==> src/rtl/sram_port_arbiter.sv <==
// sram_port_arbiter: shares one synchronous single-port SRAM between the
// instruction-fetch port and the load/store data port of mycpu_core.
//
// Handshake: each side raises req with a stable address/command and holds it
// until gnt is seen high in the same cycle; gnt=1 means the command is on the
// SRAM bus this cycle. Read data returns on the owner's rvalid exactly
// READ_LATENCY cycles after the grant; writes never return anything.
// Data side wins contention unless fetch has been denied MAX_WAIT cycles in a
// row, after which fetch wins once and its wait count clears.
module sram_port_arbiter #(
  parameter int ADDR_W       = 32,
  parameter int DATA_W       = 32,
  parameter int READ_LATENCY = 1,
  parameter int MAX_WAIT     = 4
) (
  input  logic                clk,
  input  logic                rst,
  input  logic                inst_req,
  input  logic [ADDR_W-1:0]   inst_addr,
  output logic                inst_gnt,
  output logic                inst_rvalid,
  output logic [DATA_W-1:0]   inst_rdata,
  input  logic                data_req,
  input  logic [DATA_W/8-1:0] data_wen,
  input  logic [ADDR_W-1:0]   data_addr,
  input  logic [DATA_W-1:0]   data_wdata,
  output logic                data_gnt,
  output logic                data_rvalid,
  output logic [DATA_W-1:0]   data_rdata,
  output logic                sram_en,
  output logic [DATA_W/8-1:0] sram_wen,
  output logic [ADDR_W-1:0]   sram_addr,
  output logic [DATA_W-1:0]   sram_wdata,
  input  logic [DATA_W-1:0]   sram_rdata,
  output logic                stallreq_inst,
  output logic                stallreq_data
);

  localparam int          BE_W       = DATA_W / 8;
  localparam logic [3:0]  MAX_WAIT_C = 4'(MAX_WAIT);

  // Owner tag carried alongside each in-flight read
  typedef enum logic {
    OWN_INST = 1'b0,
    OWN_DATA = 1'b1
  } owner_e;

  logic [3:0]              wait_cnt_q, wait_cnt_d;
  logic                    inst_prio;
  logic                    inst_gnt_c, data_gnt_c;
  logic                    push_vld;
  owner_e                  push_own;
  logic [READ_LATENCY-1:0] pipe_vld_q, pipe_vld_d;
  logic [READ_LATENCY-1:0] pipe_own_q, pipe_own_d;
  logic                    head_vld;
  owner_e                  head_own;
  logic [DATA_W-1:0]       inst_rdata_q, inst_rdata_d;
  logic [DATA_W-1:0]       data_rdata_q, data_rdata_d;

  assign inst_prio = (wait_cnt_q == MAX_WAIT_C);

  // Grant selection: combinational, at most one side, nothing while in reset
  always_comb begin
    inst_gnt_c = 1'b0;
    data_gnt_c = 1'b0;
    if (rst) begin
      if (inst_req && data_req) begin
        if (inst_prio) inst_gnt_c = 1'b1;
        else           data_gnt_c = 1'b1;
      end else if (inst_req) begin
        inst_gnt_c = 1'b1;
      end else if (data_req) begin
        data_gnt_c = 1'b1;
      end
    end
  end

  assign inst_gnt = inst_gnt_c;
  assign data_gnt = data_gnt_c;

  // Stall requests are suppressed in reset so every output reads 0 there
  assign stallreq_inst = rst & inst_req & ~inst_gnt_c;
  assign stallreq_data = rst & data_req & ~data_gnt_c;

  // SRAM command mux: fetch is always a read, idle bus is all zeros
  always_comb begin
    sram_en    = 1'b0;
    sram_wen   = '0;
    sram_addr  = '0;
    sram_wdata = '0;
    if (inst_gnt_c) begin
      sram_en   = 1'b1;
      sram_addr = inst_addr;
    end else if (data_gnt_c) begin
      sram_en    = 1'b1;
      sram_wen   = data_wen;
      sram_addr  = data_addr;
      sram_wdata = data_wdata;
    end
  end

  // Fetch starvation counter: counts denied fetch cycles, saturates at MAX_WAIT
  always_comb begin
    wait_cnt_d = 4'd0;
    if (inst_req && !inst_gnt_c) begin
      wait_cnt_d = inst_prio ? wait_cnt_q : wait_cnt_q + 4'd1;
    end
  end

  // Return pipe shift: a new entry enters at slot 0 every cycle, head is the top slot
  always_comb begin
    push_vld = (inst_gnt_c || data_gnt_c) && (sram_wen == '0);
    push_own = data_gnt_c ? OWN_DATA : OWN_INST;
    pipe_vld_d    = '0;
    pipe_own_d    = '0;
    pipe_vld_d[0] = push_vld;
    pipe_own_d[0] = push_own;
    for (int i = 1; i < READ_LATENCY; i++) begin
      pipe_vld_d[i] = pipe_vld_q[i-1];
      pipe_own_d[i] = pipe_own_q[i-1];
    end
  end

  assign head_vld    = pipe_vld_q[READ_LATENCY-1];
  assign head_own    = owner_e'(pipe_own_q[READ_LATENCY-1]);
  assign inst_rvalid = head_vld && (head_own == OWN_INST);
  assign data_rvalid = head_vld && (head_own == OWN_DATA);

  // Read data: live SRAM word on rvalid, otherwise the last word returned to that side
  always_comb begin
    inst_rdata_d = inst_rvalid ? sram_rdata : inst_rdata_q;
    data_rdata_d = data_rvalid ? sram_rdata : data_rdata_q;
  end

  assign inst_rdata = inst_rdata_d;
  assign data_rdata = data_rdata_d;

  // State registers; reset drops all in-flight reads
  always_ff @(posedge clk or negedge rst) begin
    if (!rst) begin
      wait_cnt_q   <= 4'd0;
      pipe_vld_q   <= '0;
      pipe_own_q   <= '0;
      inst_rdata_q <= '0;
      data_rdata_q <= '0;
    end else begin
      wait_cnt_q   <= wait_cnt_d;
      pipe_vld_q   <= pipe_vld_d;
      pipe_own_q   <= pipe_own_d;
      inst_rdata_q <= inst_rdata_d;
      data_rdata_q <= data_rdata_d;
    end
  end

  // BE_W documents the byte-enable width; referenced so the intent stays visible
  logic [BE_W-1:0] unused_be;
  assign unused_be = data_wen & '0;

endmodule

==> config.mk <==
export PLATFORM = sky130hd
export DESIGN_NAME = sram_port_arbiter
export DESIGN_NICKNAME = d
export VERILOG_FILES = /design/src/rtl/sram_port_arbiter.sv
export SDC_FILE = /design/constraint.sdc
export NUM_CORES = 1
export LEC_CHECK = 0
export BUFFER_PORTS_ARGS = -buffer_cell sky130_fd_sc_hd__buf_2
export CAP_MARGIN = 0
export CORE_MARGIN = 10
export CORE_UTILIZATION = 39
export CTS_CLUSTER_SIZE = 30
export DETAILED_ROUTE_END_ITERATION = 12
export MAX_ROUTING_LAYER = met4
export PLACE_DENSITY = 0.81
export SETUP_SLACK_MARGIN = 0.5
export SYNTH_ARGS = -nofsm -noshare
export SYNTH_HDL_FRONTEND = slang
export SYNTH_SLANG_ARGS = --single-unit
==> constraint.sdc <==
create_clock -name clk -period 1.99 [get_ports clk]
set_clock_uncertainty 0.2 [all_clocks]
set_input_delay 0.0995 -clock clk [delete_from_list [all_inputs] [get_ports clk]]
set_output_delay 0.0995 -clock clk [all_outputs]
set_load 0.05 [all_outputs]
==> summary.txt, run 1 <==
Synth
  – Synth area leader: dfrtp_1
  – Top cells by area, synth: dfrtp_1, mux2_2, a22o_1
  – Async SR Flop Fraction: 100%
  – Syn avg cell area: 13.1 um^2
  – Total number of yosys warnings: 0
  – Most frequent cell after synthesis: dfrtp_1
  – Seq/Total Area, Yosys: between 50 and 60%
  – Main synth FF type: dfrtp_1
  – Mapped cell area: 3360 um^2
  – Synth top area share: 52.1%
  – Cells after synthesis: 257
  – Syn nets: 395
  – Synth Register Bits: 70
  – Commonest cells post-synth: dfrtp_1, mux2_2, and2_1, a22o_1, buf_2
  – Distinct cells, synth: 25
  – Number of synthesized flops with an enable pin: 0

Floorplanning
  – Vert. Die Dim: between 100 and 150 um
  – Num rows: 33
  – Initial Util: about two fifths
  – Die Wd: 113 um
  – Ports: roughly 280

Place
  – Final GP Congestion: 0.904
  – DP Area: between 5000 and 6000 um^2
  – Place WS: 12.5 ps
  – Post-detail-place hpwl: 11.8 mm
  – IO Port Bufs: between 200 and 300

Run status
  – Run status: did not finish
  – Failed at: 5_1_grt
  – Stop err: [ERROR DPL-0038] Utilization greater than 100%, impossible to legalize

Timing
  – Worst EP Category: output port
  – GRT worst endpoint: sram_wdata[4]

Clocking
  – Max clock buf depth: 2
  – Root buffer cell: clkbuf_8
  – # clock sinks: 70
  – TritonCTS buffer count: 9
  – H-Tree Depth: 3

Global route
  – Largest net degree at the start of global routing: 70
==> through the flow <==
step | TNS [ps] | instances | hold slack [ps]
after CTS | -15750 | 707 | -200
after global placement | 0 | 631 | -268
after floorplan | 0 | 257 | -396
after detailed placement | 0 | 631 | -270
==> what timing repair did <==
item / CTS
gates resized for setup: 372
setup endpoints to repair: 166
hold endpoints to repair: 140
gates cloned: 9
buffers inserted: 39
pin swaps: 6
hold buffers: 12
==> logic make-up after synthesis <==
logic type | count (synthesis) | synth area share (%)
multiplexers | 64 | 21.4
buffers and inverters | 24 | 4.65
flip-flops | 70 | 52.1
XOR/XNOR | 2 | 0.521
AND/OR/NAND/NOR | 56 | 10.2
adder cells (fa/ha/maj) | 2 | 0.744
AO/OA/AOI/OAI | 39 | 10.5
==> run 2: changes to the inputs <==
--- a/config.mk
+++ b/config.mk
@@ -8,12 +8,9 @@
 export BUFFER_PORTS_ARGS = -buffer_cell sky130_fd_sc_hd__buf_2
 export CAP_MARGIN = 0
 export CORE_MARGIN = 10
-export CORE_UTILIZATION = 39
-export CTS_CLUSTER_SIZE = 30
+export CORE_UTILIZATION = 30
 export DETAILED_ROUTE_END_ITERATION = 12
-export MAX_ROUTING_LAYER = met4
-export PLACE_DENSITY = 0.81
-export SETUP_SLACK_MARGIN = 0.5
+export PLACE_DENSITY_LB_ADDON = 0.15
 export SYNTH_ARGS = -nofsm -noshare
 export SYNTH_HDL_FRONTEND = slang
 export SYNTH_SLANG_ARGS = --single-unit
==> summary.txt, run 2 <==
Power and ir drop
  – Clk network pwr share: between 15 and 20%
  – VDD IR max: roughly 0.56 mV
  – Cell area power density: 876 nW/um^2
  – Psw: 2.68 mW
  – Leakage: 3.75 nW
  – Comb pwr share: 54.7%
  – Sw Share: approximately two fifths
  – Reg power frac: 27.9%
  – Cell internal pwr: 3.81 mW

Global route
  – M3 GR Usage: between 7 and 8%
  – GR Util All Layers: 17.7%
  – Vias in the first global route: 3,944
  – Largest net degree at the start of global routing: 38
  – Met1 Use GR: around 17%
  – Initial antenna violation count: 0
  – Met2 usage: ~32%
  – Gr busiest metal: met2
  – GRT Residual Overflow: 0
  – First-pass GRT wire length: 22.5 mm

Setup path
  – Worst Path Arrival: around 2000 ps
  – Startpoint Class: flop
  – FF-to-FF setup slack: 320 ps
  – WP data required: about 1700 ps
  – CP Class: flop to primary output
  – RR Startpoint: wait_cnt_q[1]
  – CP Max Fanout: 9
  – RR Endpoint: wait_cnt_q[0]
  – Nature of the critical path endpoint: primary output
  – R2r worst-path depth: 7

Routing
  – Vias per cell: 4.80
  – Vias: 3,534
  – Iteration count of the initial detailed-routing pass: 4
  – WL final: 16.5 mm
  – DRC: 0
  – Post-route ant nets: 0
  – Wire length per cell: 22.4 um
  – DR iter-0 viols: 181

Clocking
  – Clk Latency, worst-skew pair: 340 ps
  – Clock transition at path regs: 70 ps
  – TritonCTS buffer count: 9
  – Root buffer cell: clkbuf_8
  – Max clock buf depth: 2
  – H-Tree Depth: 3
  – CTS tree: done
  – # clock sinks: 70

Synth
  – Post-Synth Adder-Cell Area: 0.744%
  – Distinct cells, synth: 25
  – Mapped cell area: 3360 um^2
  – Most frequent cell after synthesis: dfrtp_1
  – Synth area leader: dfrtp_1
  – Seq/Total Area, Yosys: 52.1%
  – Async SR Flop Fraction: between 90% and 100%
  – Synth Register Bits: 70
  – Mux cell area share after synthesis: 21.4%
  – Cells after synthesis: 257
  – Number of synthesized flops with an enable pin: 0
  – Largest family of logic cells by synthesized area: multiplexers
  – Total number of yosys warnings: 0
  – Synth top area share: 52.1%
  – Syn avg cell area: 13.1 um^2
  – Post-synthesis xor/xnor area fraction: 0.521%
  – Syn nets: 395
  – Top cells by area, synth: dfrtp_1, mux2_2, a22o_1
  – Synth Area in Compound Gates: 10.4%
  – Simple-Gate Fraction of Synth Area: about 10%
  – Main synth FF type: dfrtp_1
  – Commonest cells post-synth: dfrtp_1, mux2_2, and2_1, a22o_1, buf_2

Layout
  – Multi-input logic area: approximately 1900 um^2
  – Biggest regs: data_rdata_q (32), inst_rdata_q (32), wait_cnt_q (4)
  – Commonest non-fill, non-tap cells in the layout: buf_2, dfrtp_1, buf_6, buf_8, dlygate4sd3_1
  – FF+latch area: ~1800 um^2
  – Fillers: 784
  – Area delta synth->final: 120%
  – Layout cells sized above 1: between 70% and 80%
  – Fin area: 7400 um^2
  – Commonest non-fill, non-tap cell in the layout: buf_2
  – Diodes inserted: 0
  – Nets: 731
  – Final design utilization: 68.0%

Hold path
  – Hold endpoint: wait_cnt_q[1]
  – Worst min path class: input pin to flop
  – Hold Crit Depth: 4
  – Hold path startpoint: inst_req

Floorplanning
  – Core box area: 10,900 um^2
  – Die Wd: 126 um
  – Initial Util: 30.9%
  – Ports: roughly 280
  – Die area: 15,900 um^2
  – Vert. Die Dim: 126 um
  – Num rows: 38

Place
  – Post-detail-place hpwl: 10.5 mm
  – Final GP Congestion: 0.790
  – DP Area: 5090 um^2
  – IO Port Bufs: about 270

Timing
  – Slew @ Worst Pin: 451 ps
  – Final setup viols: 80
  – RSZ-0062 raised after global routing: true
  – Final hold violation count: 0
  – Setup TNS Final: -15,910 ps
  – Fmax: 441 MHz
  – Setup WS post-layout: -276 ps
  – Period minus WS final: approximately 2300 ps
  – Fin. max-slew vios: 0
  – Relative max-transition margin: around 70%
  – Final period util: 114%
  – WHS: ~65 ps

Job
  – Maxcap violations: 0

Run status
  – Failing checks: negative setup slack
  – Run status: finished with violations
run 2: kinds of logic (layout without fill, tap and decap cells):
kind of cell    count (synthesis)  after routing
simple gates                   56             56
flops                          70             70
buf+inv                        24            363
xor+xnor                        2              2
compound gates                 39             39
fa+ha+maj                       2              2
mux                            64             64
run 2: per-layer routing:
layer / vias up / part of all wire (%)
li1: 1585 / -
met1: 1740 / 33
met2: 182 / 54
met3: 27 / 8.9
met4: 0 / 3.1
met5: - / 0
run 2: cell type report:
type | count | area share (%)
Timing Repair Buffer | 343 | 45.8
Multi-Input combinational cell | 163 | 25.4
Sequential cell | 70 | 23.7
Tap cell | 140 | 2.37
Clock buffer | 13 | 2.15
Clock inverter | 1 | 0.406
Inverter | 6 | 0.304
run 2: what timing repair did:
item	CTS	global route
buffers inserted	6	4
hold endpoints to repair	139	0
pin swaps	3	17
endpoints found under the setup margin	93	128
cloned	5	8
hold buffers	37	0
gates resized for setup	233	204
run 2: worst max path at each step:
stage | start | end | slack, ps
2_1_floorplan | wait_cnt_q[0] | sram_wdata[19] | 40
3_3_place_gp | wait_cnt_q[0] | sram_addr[17] | 50
3_5_place_dp | wait_cnt_q[0] | sram_addr[17] | -20
4_1_cts | wait_cnt_q[0] | sram_addr[8] | -310
5_1_grt | wait_cnt_q[1] | sram_addr[17] | -340
6_report | wait_cnt_q[1] | sram_addr[23] | -280
run 2: critical path, stage by stage (launching register included):
cell       delay [ps]
dfrtp_1           400
inv_2              80
ha_4              140
and3b_4           220
a21oi_4            70
buf_12            150
clkbuf_16         170
a22o_4            240
buf_8             150
run 2: power groups by stage:
stage,registers (mW),logic (mW),clock network [mW]
after floorplan,1.80,1.96,0
after global placement,1.80,2.62,0
after detailed placement,1.82,2.64,0
after CTS,1.79,3.03,1.18
after global routing,1.84,3.70,1.23
final,1.81,3.55,1.13
run 2: stage by stage:
stage | power [mW] | std cells | setup slack, ps
global route | 6.76 | 736 | -340
finish | 6.49 | 736 | -276
detailed placement | 4.46 | 664 | -20.5
floorplan | 3.75 | 257 | 39.9
global placement | 4.42 | 664 | 51.0
CTS | 6.00 | 726 | -312
Note: power is estimated with default switching activity, not from simulation.
==> run 3: changes to the inputs <==
--- a/config.mk
+++ b/config.mk
@@ -7,8 +7,10 @@
 export LEC_CHECK = 0
 export BUFFER_PORTS_ARGS = -buffer_cell sky130_fd_sc_hd__buf_2
 export CAP_MARGIN = 0
+export CELL_PAD_IN_SITES_DETAIL_PLACEMENT = 0
+export CELL_PAD_IN_SITES_GLOBAL_PLACEMENT = 1
 export CORE_MARGIN = 10
-export CORE_UTILIZATION = 30
+export CORE_UTILIZATION = 28
 export DETAILED_ROUTE_END_ITERATION = 12
 export PLACE_DENSITY_LB_ADDON = 0.15
 export SYNTH_ARGS = -nofsm -noshare
==> summary.txt, run 3 (synthesis gave the netlist of run 2 again) <==
Run status
  – Run status: finished with violations
  – Failing checks: negative setup slack

Global route
  – Vias in the first global route: 3,839
  – GRT Residual Overflow: 0
  – Largest net degree at the start of global routing: 65
  – GR Util All Layers: ~17%
  – Initial antenna violation count: 1
  – First-pass GRT wire length: 22.4 mm

Routing
  – DRC: 0
  – DR iter-0 viols: about 120
  – Post-route ant nets: 0
  – Wire length per cell: 21.6 um
  – WL final: 16.2 mm
  – Vias: between 3,000 and 4,000
  – Iteration count of the initial detailed-routing pass: 4
  – Vias per cell: roughly 4.6

Clocking
  – TritonCTS buffer count: 9
  – Clk Latency, worst-skew pair: 320 ps
  – # clock sinks: 70
  – CTS tree: done
  – Max clock buf depth: 2
  – Root buffer cell: clkbuf_16
  – Clock transition at path regs: 60 ps
  – H-Tree Depth: 3

Timing
  – Final hold violation count: 0
  – Setup WS post-layout: -209 ps
  – Period minus WS final: about 2200 ps
  – Setup TNS Final: -12,310 ps
  – RSZ-0062 raised after global routing: true
  – WHS: 39.5 ps
  – Relative max-transition margin: a little under half
  – Final setup viols: 75
  – Final period util: 111%
  – Slew @ Worst Pin: between 700 and 800 ps
  – Fin. max-slew vios: 0
  – Fmax: between 400 and 500 MHz

Floorplanning
  – Ports: 275
  – Die area: between 15,000 and 20,000 um^2
  – Vert. Die Dim: 130 um
  – Core box area: 11,600 um^2
  – Die Wd: roughly 130 um
  – Initial Util: 29.0%
  – Num rows: 39

Power and ir drop
  – Cell area power density: 910 nW/um^2
  – VDD IR max: ~0.41 mV
  – Leakage: 3.56 nW

Layout
  – Area delta synth->final: 113%
  – Layout cells sized above 1: around 77%
  – Biggest regs: data_rdata_q (32), inst_rdata_q (32), wait_cnt_q (4)
  – Fin area: 7160 um^2
  – Nets: 736
  – Commonest non-fill, non-tap cell in the layout: buf_2
  – Fin cells: between 700 and 800
  – Commonest non-fill, non-tap cells in the layout: buf_2, dfrtp_1, mux2_2, buf_6, dlygate4sd3_1

Setup path
  – CP Max Fanout: 13
  – WP data required: 1690 ps
  – Worst Path Arrival: 1900 ps
  – Nature of the critical path endpoint: primary output
  – Startpoint Class: flop
  – CP Class: flop to primary output

Place
  – Place WS: slightly below 10 ps
  – Cells after DPL: about 670
  – DP Area: 5230 um^2
  – Post-detail-place hpwl: 11.6 mm
  – Final GP Congestion: 0.789
  – IO Port Bufs: 274

Hold path
  – Worst min path class: input pin to flop

Job
  – Maxcap violations: 0
[run 3: changes by cell type in the layout (fill, tap and decap cells not counted), sizes merged]
| cell | previous run | this run |
|---|---|---|
| clkinv | 0 | 2 |
| diode | 0 | 1 |
| bufinv | 1 | 0 |
| inv | 6 | 8 |
| clkinvlp | 0 | 2 |
| dlygate4sd3 | 37 | 41 |
| buf | 300 | 298 |
[run 3: power breakdown]
| group | internal, mW | total [mW] | switching [mW] |
|---|---|---|---|
| Combinational | 1.22 | 3.26 | 2.04 |
| Sequential | 1.72 | 1.80 | 0.0748 |
| Clock | 0.852 | 1.47 | 0.616 |
[run 3: cell type report]
class / count / area, um^2
antenna: 1 / 2.50
tap: 143 / 179
sequential: 70 / 1750
inverter: 6 / 22.5
fill: 960 / 4450
clock inverter: 6 / 46.3
clock buffer: 10 / 229
timing repair buffer: 348 / 3230
multi-input combinational: 163 / 1710
[run 3: final timing paths]
path,from,endpoint,slack [ps],cells after the start
setup / recovery,wait_cnt_q[0],sram_addr[7],-210,8
hold / removal,inst_req,head_vld,40,4
setup reg to reg,wait_cnt_q[0],wait_cnt_q[0],300,7
hold reg to reg,data_rdata_q[27],data_rdata_q[27],300,1
max in group asynchronous,rst,inst_rdata_q[12],390,3
min in group asynchronous,rst,head_own,70,2
[run 3: worst max-delay path, stage by stage, from the launching register on]
cell and delay, ps:
dfrtp_1 390, inv_2 90, ha_4 130, and3b_4 210
a21oi_4 70, buf_12 150, clkbuf_16 160, a22o_2 220
buf_6 150
[run 3: stage by stage]
| stage | total power [mW] | util, % |
|---|---|---|
| 3_3_place_gp | 4.46 | 45.0 |
| 3_5_place_dp | 4.49 | 45.0 |
| 6_report | 6.52 | 61.7 |
| 5_1_grt | 6.82 | 61.7 |
| 4_1_cts | 6.22 | 56.2 |
| 2_1_floorplan | 3.75 | - |
[run 3: layer usage]
| metal | global-route usage (%) | part of all wire [%] | wire length [um] | vias up |
|---|---|---|---|---|
| li1 | - | - | - | 1597 |
| met1 | 16.6 | 34 | 5500 | 1691 |
| met2 | 31.6 | 53 | 8640 | 164 |
| met3 | 8.89 | 11 | 1750 | 12 |
| met4 | 5.22 | 1.7 | 272 | 0 |
| met5 | 0 | 0 | 0 | - |
[run 3: repair_timing]
action	CTS	global route
pin swaps	3	8
endpoints found under the hold margin	138	0
setup buffers	4	5
setup endpoints to repair	103	123
cloned	3	9
hold buffers	41	0
resized for setup	159	151
